### src/rtl/mac_pkg.sv
// Shared helpers for the MAC processing element: width-generic limits and
// the overflow-aware accumulate used by the accumulator stage.
package mac_pkg;

    localparam int MAX_W = 64;

    typedef logic [MAX_W-1:0] word_t;

    typedef struct packed {
        logic  ovf;
        word_t res;
    } sum_t;

    function automatic word_t umax(input int unsigned w);
        return {MAX_W{1'b1}} >> (MAX_W - w);
    endfunction

    function automatic word_t smax(input int unsigned w);
        return umax(w) >> 1;
    endfunction

    function automatic word_t smin(input int unsigned w);
        return word_t'(1) << (w - 1);
    endfunction

    function automatic logic bit_at(input word_t x, input int unsigned i);
        word_t t;
        t = x >> i;
        return t[0];
    endfunction

    // Operands occupy the low w bits; the result is returned in the low w bits.
    function automatic sum_t sat_add(input word_t acc, input word_t prod,
                                     input int unsigned w, input logic sgn,
                                     input logic sat);
        logic [MAX_W:0] sum;
        word_t          res;
        logic           carry;
        logic           sa;
        logic           ovf;
        sum   = {1'b0, acc & umax(w)} + {1'b0, prod & umax(w)};
        res   = sum[MAX_W-1:0] & umax(w);
        carry = |(sum >> w);
        sa    = bit_at(acc, w - 1);
        ovf   = sgn ? ((sa == bit_at(prod, w - 1)) && (bit_at(res, w - 1) != sa))
                    : carry;
        if (ovf && sat)
            res = sgn ? (sa ? smin(w) : smax(w)) : umax(w);
        return '{ovf: ovf, res: res};
    endfunction

endpackage

### src/rtl/mac_pe_if.sv
// Operand stream, forwarding and result handshake of one MAC PE.
interface mac_pe_if #(
    parameter int OP_WIDTH  = 8,
    parameter int ACC_WIDTH = 32
);
    logic                 in_valid;
    logic                 in_ready;
    logic [OP_WIDTH-1:0]  in_a;
    logic [OP_WIDTH-1:0]  in_b;
    logic                 in_last;
    logic                 acc_clear;
    logic [OP_WIDTH-1:0]  a_fwd;
    logic [OP_WIDTH-1:0]  b_fwd;
    logic                 fwd_valid;
    logic                 out_valid;
    logic                 out_ready;
    logic [ACC_WIDTH-1:0] out_acc;
    logic                 out_sat;

    modport master (
        output in_valid, in_a, in_b, in_last, acc_clear, out_ready,
        input  in_ready, a_fwd, b_fwd, fwd_valid, out_valid, out_acc, out_sat
    );

    modport slave (
        input  in_valid, in_a, in_b, in_last, acc_clear, out_ready,
        output in_ready, a_fwd, b_fwd, fwd_valid, out_valid, out_acc, out_sat
    );
endinterface

### src/rtl/mac_mul_stage.sv
// Stage 1 of the MAC: full-width product register with valid/last sideband,
// held while the pipeline is frozen.
module mac_mul_stage import mac_pkg::*; #(
    parameter int OP_WIDTH = 8,
    parameter int SIGNED   = 1
) (
    input  logic                  clk,
    input  logic                  reset,
    input  logic                  en,
    input  logic                  clear,
    input  logic                  in_valid,
    input  logic                  in_last,
    input  logic [OP_WIDTH-1:0]   in_a,
    input  logic [OP_WIDTH-1:0]   in_b,
    output logic [2*OP_WIDTH-1:0] prod,
    output logic                  vld,
    output logic                  last
);
    localparam int PW = 2 * OP_WIDTH;

    logic [PW-1:0] p;

    // Low PW bits of the extended-operand product are the exact product.
    if (SIGNED != 0) begin : g_smul
        assign p = PW'($signed(in_a)) * PW'($signed(in_b));
    end else begin : g_umul
        assign p = PW'(in_a) * PW'(in_b);
    end

    always_ff @(posedge clk or negedge reset) begin
        if (!reset) begin
            prod <= '0;
            vld  <= 1'b0;
            last <= 1'b0;
        end else if (clear) begin
            vld  <= 1'b0;
        end else if (en) begin
            prod <= p;
            vld  <= in_valid;
            last <= in_last;
        end
    end
endmodule

### src/rtl/mac_pe.sv
// Pipelined multiply-accumulate PE: product stage, accumulator/output stage,
// operand forwarding and a backpressured result handshake.
module mac_pe import mac_pkg::*; #(
    parameter int OP_WIDTH  = 8,
    parameter int ACC_WIDTH = 32,
    parameter int SIGNED    = 1,
    parameter int SATURATE  = 1
) (
    input logic    clk,
    input logic    reset,
    mac_pe_if.slave bus
);
    localparam int PW = 2 * OP_WIDTH;

    if (ACC_WIDTH < PW || ACC_WIDTH > MAX_W) begin : g_width_check
        $error("mac_pe: ACC_WIDTH must lie in [2*OP_WIDTH, 64]");
    end

    logic                 adv;
    logic                 accept;
    logic [PW-1:0]        s1_prod;
    logic                 s1_vld;
    logic                 s1_last;
    logic [ACC_WIDTH-1:0] prod_ext;
    logic [ACC_WIDTH-1:0] acc;
    logic                 sticky;
    logic                 ovf_now;
    word_t                sum_res;
    logic [ACC_WIDTH-1:0] res;
    logic [ACC_WIDTH-1:0] out_acc_q;
    logic                 out_sat_q;
    logic                 out_valid_q;
    logic [OP_WIDTH-1:0]  a_fwd_q;
    logic [OP_WIDTH-1:0]  b_fwd_q;
    logic                 fwd_valid_q;

    // A pending, unaccepted result freezes every stage.
    assign adv          = ~out_valid_q | bus.out_ready;
    assign bus.in_ready = adv & ~bus.acc_clear;
    assign accept       = bus.in_valid & bus.in_ready;

    mac_mul_stage #(.OP_WIDTH(OP_WIDTH), .SIGNED(SIGNED)) u_mul (
        .clk      (clk),
        .reset    (reset),
        .en       (adv),
        .clear    (bus.acc_clear),
        .in_valid (accept),
        .in_last  (bus.in_last),
        .in_a     (bus.in_a),
        .in_b     (bus.in_b),
        .prod     (s1_prod),
        .vld      (s1_vld),
        .last     (s1_last)
    );

    if (SIGNED != 0) begin : g_sx
        assign prod_ext = ACC_WIDTH'($signed(s1_prod));
    end else begin : g_zx
        assign prod_ext = ACC_WIDTH'(s1_prod);
    end

    assign {ovf_now, sum_res} = sat_add(word_t'(acc), word_t'(prod_ext), ACC_WIDTH,
                                        SIGNED != 0, SATURATE != 0);
    assign res = sum_res[ACC_WIDTH-1:0];

    a_res_in_range: assert property (@(posedge clk) disable iff (!reset)
        (sum_res >> ACC_WIDTH) == '0);

    always_ff @(posedge clk or negedge reset) begin
        if (!reset) begin
            acc         <= '0;
            sticky      <= 1'b0;
            out_acc_q   <= '0;
            out_sat_q   <= 1'b0;
            out_valid_q <= 1'b0;
        end else if (bus.acc_clear) begin
            acc    <= '0;
            sticky <= 1'b0;
            if (bus.out_ready) out_valid_q <= 1'b0;
        end else if (adv) begin
            out_valid_q <= 1'b0;
            if (s1_vld) begin
                if (s1_last) begin
                    out_acc_q   <= res;
                    out_sat_q   <= sticky | ovf_now;
                    out_valid_q <= 1'b1;
                    acc         <= '0;
                    sticky      <= 1'b0;
                end else begin
                    acc    <= res;
                    sticky <= sticky | ovf_now;
                end
            end
        end
    end

    always_ff @(posedge clk or negedge reset) begin
        if (!reset) begin
            a_fwd_q     <= '0;
            b_fwd_q     <= '0;
            fwd_valid_q <= 1'b0;
        end else begin
            fwd_valid_q <= accept;
            if (accept) begin
                a_fwd_q <= bus.in_a;
                b_fwd_q <= bus.in_b;
            end
        end
    end

    assign bus.out_acc   = out_acc_q;
    assign bus.out_sat   = out_sat_q;
    assign bus.out_valid = out_valid_q;
    assign bus.a_fwd     = a_fwd_q;
    assign bus.b_fwd     = b_fwd_q;
    assign bus.fwd_valid = fwd_valid_q;
endmodule

### src/flat_wrapper.sv
// flat-port wrapper written by rule: the top's interface ports become plain ports
module mac_pe_flat import mac_pkg::*;
#(
    parameter int OP_WIDTH  = 8,
    parameter int ACC_WIDTH = 32,
    parameter int SIGNED    = 1,
    parameter int SATURATE  = 1
)
  (clk, reset, bus_in_valid, bus_in_a, bus_in_b, bus_in_last, bus_acc_clear, bus_out_ready, bus_in_ready, bus_a_fwd, bus_b_fwd, bus_fwd_valid, bus_out_valid, bus_out_acc, bus_out_sat);
  mac_pe_if #(.OP_WIDTH(OP_WIDTH), .ACC_WIDTH(ACC_WIDTH)) bus_i ();
  input logic clk;
  input logic reset;
  input wire logic [$bits(bus_i.in_valid)-1:0] bus_in_valid;
  input wire logic [$bits(bus_i.in_a)-1:0] bus_in_a;
  input wire logic [$bits(bus_i.in_b)-1:0] bus_in_b;
  input wire logic [$bits(bus_i.in_last)-1:0] bus_in_last;
  input wire logic [$bits(bus_i.acc_clear)-1:0] bus_acc_clear;
  input wire logic [$bits(bus_i.out_ready)-1:0] bus_out_ready;
  output wire logic [$bits(bus_i.in_ready)-1:0] bus_in_ready;
  output wire logic [$bits(bus_i.a_fwd)-1:0] bus_a_fwd;
  output wire logic [$bits(bus_i.b_fwd)-1:0] bus_b_fwd;
  output wire logic [$bits(bus_i.fwd_valid)-1:0] bus_fwd_valid;
  output wire logic [$bits(bus_i.out_valid)-1:0] bus_out_valid;
  output wire logic [$bits(bus_i.out_acc)-1:0] bus_out_acc;
  output wire logic [$bits(bus_i.out_sat)-1:0] bus_out_sat;
  assign bus_i.in_valid = bus_in_valid;
  assign bus_i.in_a = bus_in_a;
  assign bus_i.in_b = bus_in_b;
  assign bus_i.in_last = bus_in_last;
  assign bus_i.acc_clear = bus_acc_clear;
  assign bus_i.out_ready = bus_out_ready;
  assign bus_in_ready = bus_i.in_ready;
  assign bus_a_fwd = bus_i.a_fwd;
  assign bus_b_fwd = bus_i.b_fwd;
  assign bus_fwd_valid = bus_i.fwd_valid;
  assign bus_out_valid = bus_i.out_valid;
  assign bus_out_acc = bus_i.out_acc;
  assign bus_out_sat = bus_i.out_sat;
  mac_pe #(.OP_WIDTH(OP_WIDTH), .ACC_WIDTH(ACC_WIDTH), .SIGNED(SIGNED), .SATURATE(SATURATE)) u_core (.clk(clk), .reset(reset), .bus(bus_i));
endmodule
### config.mk
export PLATFORM = sky130hd
export DESIGN_NAME = mac_pe_flat
export DESIGN_NICKNAME = d
export VERILOG_FILES = /design/src/rtl/mac_pkg.sv /design/src/rtl/mac_pe_if.sv /design/src/rtl/mac_mul_stage.sv /design/src/rtl/mac_pe.sv /design/src/flat_wrapper.sv
export SDC_FILE = /design/constraint.sdc
export NUM_CORES = 1
export LEC_CHECK = 0
export CORE_ASPECT_RATIO = 0.8
export CORE_MARGIN = 8
export CORE_UTILIZATION = 50
export CTS_CLUSTER_SIZE = 28
export DETAILED_ROUTE_END_ITERATION = 8
export DONT_BUFFER_PORTS = 1
export HOLD_SLACK_MARGIN = 0.05
export PLACE_DENSITY = 0.64
export SLEW_MARGIN = 30
export SYNTH_ARGS = -nofsm -noshare
export SYNTH_HDL_FRONTEND = slang
export SYNTH_SLANG_ARGS = --single-unit
### constraint.sdc
create_clock -name clk -period 5.63 [get_ports clk]
set_input_delay 0.563 -clock clk [delete_from_list [all_inputs] [get_ports clk]]
set_output_delay 0.563 -clock clk [all_outputs]
set_load 0.02 [all_outputs]
==> reports/qor.yml <==
finish:
  final_cells: 1098
  final_nets: 1011
  synthToLayoutAreaGrowth_pct: 6.30
  final_layout_size_suffix_gt1_share_pct: 6.95
  diodes: 0
floorplan:
  initial_utilization_pct: 50.2
  die-area_sq_um: 20700
  die_w_um: 159
  ios: 74
  num_rows: 42
  die_height_um: 130
  fp.coreArea_sq_um: 16300
synthesis:
  synth.net_count: 1022
  synth_area_sq_um: 8180
  synthFlopType: "dfrtp_1"
  synth_xor_area_share_pct: 3.64
  synth_area_leaders: "dfrtp_1 31%, fa_1 14%, ha_1 9.2%"
  syn_avg_cell_area_sq_um: 9.26
  ys_types: 60
  muxShareOfSynthArea_pct: 2.86
  yosysWarnings: 0
  synthCells: 884
  synth_common_cells: "119 x nand2_1, 102 x dfrtp_1, 99 x inv_1"
  synth-simple-area-share_pct: 17.0
  synth_fa_ha_area_share_pct: 22.9
  ys_ff_latch: 102
  yosysTopAreaCellShare_pct: 31.2
  yosysMostFrequentCell: "nand2_1"
  synth-seq-area-share_pct: 31.2
  synth_edf_count: 0
  synthArstFlopShare_pct: 100
  synth_compound_area_share_pct: 16.2
  synth_top_family_by_area: "adder cells"
  synth_top_area_cell: "dfrtp_1"
critical_path:
  cp_max_fo: 9
  cp.required_ns: 5.85
  end_kind: "flop"
  r2r_cells: 9
  critPathLaunchType: "input port"
  path_class: "in2reg"
  arrival_ns: 4.70
detailed_routing:
  ant_nets: 0
  drc: 0
  via_per_inst: 5.57
  postRouteWirelength_um: 18900
  vias: 6121
  wire_per_inst_um: 17.2
  firstDrtPassIters: 5
  drt_iter0_markers: 349
sta:
  fmax_mhz: 224
  hold_viol: 0
  slew_headroom_pct: 45.9
  setup_tns_ns: 0
  setup_viol: 0
  whs_ns: 0.128
  tightest_slew_ns: 0.811
  clock_skew_ns: 0.00928
  rsz0062_at_grt: "no"
  finalCriticalPeriod_ns: 4.47
  slew_violations: 0
  period_share_pct: 79.5
clock_tree:
  cts.repair.resized: 0
  clk_latency_ns: 0.36
  path_clk_slew_ns: 0.08
  cts_buffer_depth: 2
  root_buffer: "clkbuf_16"
  cts_made_buffers: 9
  cts.sinks: 102
  hold_buffers: 1
  cts_max_level: 3
  cts.repair_timing.setup_buffer_count: 0
  cts_tree: "built"
pwr:
  p_comb_share_pct: 50.5
  p_sw_mw: 1.77
  switching_share_pct: 46.5
  power_mw: 3.80
  clockPowerShare_pct: 16.0
  seqPwrFrac_pct: 33.4
  p_int_mw: 2.03
  p_per_area_nw_per_um2: 437
  vdd_drop_max_mv: 0.220
  p_leak_nw: 4.15
place:
  placed_cells: 1081
  gp_congestion: 0.869
  portBuffers: 0
  hpwlAfterDp_um: 14300
run:
  maxCapViolCount: 0
grt:
  grt_pass1_vias: 5821
  grt.total_usage_pct: 18.8
  grt_pass1_wl_um: 31600
  antenna_found_initial: 0
  grt_overflow: 0
  grt_max_degree: 103
status:
  status: "finished clean"
worst_hold_path:
  min_path_type: "in2async"
-- power groups by stage --
stage                     Sequential, mW  Clock, mW  Combinational, mW
final                               1.27      0.610               1.92
after global routing                1.31      0.651               2.20
after CTS                           1.28      0.632               1.93
after detailed placement            1.29          0               1.89
after global placement              1.29          0               1.86
after floorplan                     1.22          0               1.54
-- cell type report --
cell class / count / area (sq um)
inverters: 99 / 372
multi-input cells: 654 / 5140
fillers: 1517 / 7590
clock inverters: 7 / 56.3
flip-flops and latches: 102 / 2550
clock buffers: 9 / 225
repair buffers: 7 / 72.6
well taps: 220 / 275
-- path summary, 6_finish.rpt --
kind / startpoint / end / slack (ns)
max reg2reg: u_core.u_mul.prod[15]$_DFFE_PN0P_ / u_core.acc[18]$_DFFE_PN0P_ / 1.96
max in group asynchronous: reset / u_core.bus.b_fwd[6]$_DFFE_PN0P_ / 5.08
min: reset / u_core.acc[25]$_DFFE_PN0P_ / 0.13
min reg2reg: u_core.u_mul.prod[11]$_DFFE_PN0P_ / u_core.u_mul.prod[11]$_DFFE_PN0P_ / 0.49
max: bus_in_b[4] / u_core.u_mul.prod[15]$_DFFE_PN0P_ / 1.16
min in group clk: bus_acc_clear / u_core.u_mul.vld$_DFFE_PN0P_ / 0.26
-- through the flow --
| step | util (%) | worst slack, ns | area (sq um) |
|---|---|---|---|
| 6_report | 53.4 | 1.16 | 8700 |
| 5_1_grt | 53.4 | 0.941 | 8700 |
| 4_1_cts | 53.4 | 1.15 | 8690 |
| 3_5_place_dp | 51.5 | 0.780 | 8380 |
| 3_3_place_gp | 51.5 | 0.860 | 8380 |
| 2_1_floorplan | - | 1.12 | 8180 |
-- cells by family (layout without fill, tap and decap cells) --
family,after synthesis,in the layout
and+or+nand+nor,284,284
AOI/OAI and AO/OA,199,199
buffers and inverters,128,122
adders and majority gates,116,116
DFF,102,102
xor gates and xnor gates,34,34
muxes,21,21
-- sequential cells by signal, indices dropped and copies added, names as in the netlist --
register	flops
u_core.bus.out_acc	32
u_core.u_mul.vld	1
u_core.bus.fwd_valid	1
u_core.u_mul.prod	16
u_core.bus.out_valid	1
u_core.bus.b_fwd	8
u_core.u_mul.last	1
u_core.acc	32
u_core.bus.out_sat	1
u_core.sticky	1
u_core.bus.a_fwd	8
-- critical path, stage by stage --
cell and delay [ns]:
and2_1 0.16, fa_1 0.53, inv_1 0.05, fa_1 0.47, inv_1 0.05, fa_1 0.52, inv_1 0.05, fa_1 0.53
inv_1 0.04, ha_1 0.29, inv_1 0.09, o21ai_0 0.14, a221oi_1 0.41, o221ai_1 0.24, o41ai_1 0.33, xnor2_1 0.16
o21ai_0 0.08
-- layer usage --
| layer | global-route usage (%) | share of wire (%) | up-vias |
|---|---|---|---|
| met5 | 0 | 0 | - |
| met4 | 4.04 | 1.0 | 0 |
| met3 | 3.22 | 4.5 | 11 |
| met2 | 27.0 | 42 | 119 |
| met1 | 29.1 | 52 | 3014 |
| li1 | - | - | 2977 |
-- placed cells by master (no fill, tap or decap), types with 4 or more instances in the layout --
cell       Yosys  layout
a211oi_1       7       7
a21boi_0       4       4
a21o_1        11      11
a21oi_1       36      35
a22o_1        11      11
a31oi_1        4       4
and2_1        50      50
and3_1         4       4
buf_4          2       6
clkbuf_16      0       9
dfrtp_1      102     101
fa_1          56      56
ha_1          60      60
inv_1         99      99
mux2_2        19      19
nand2_1      119     118
nand2b_1       5       5
nand3_1       12      11
nand4_1        9       9
nor2_1        44      44
nor2b_1       10      10
nor3_1        11      10
nor3b_1        4       4
o211ai_1       4       4
o21a_1         8       8
o21ai_0       46      46
o21ai_1       22      21
o21bai_1       6       6
o31ai_1       17      17
xnor2_1       22      22
xor2_1        12      12
(Power assumes the default switching activity.)
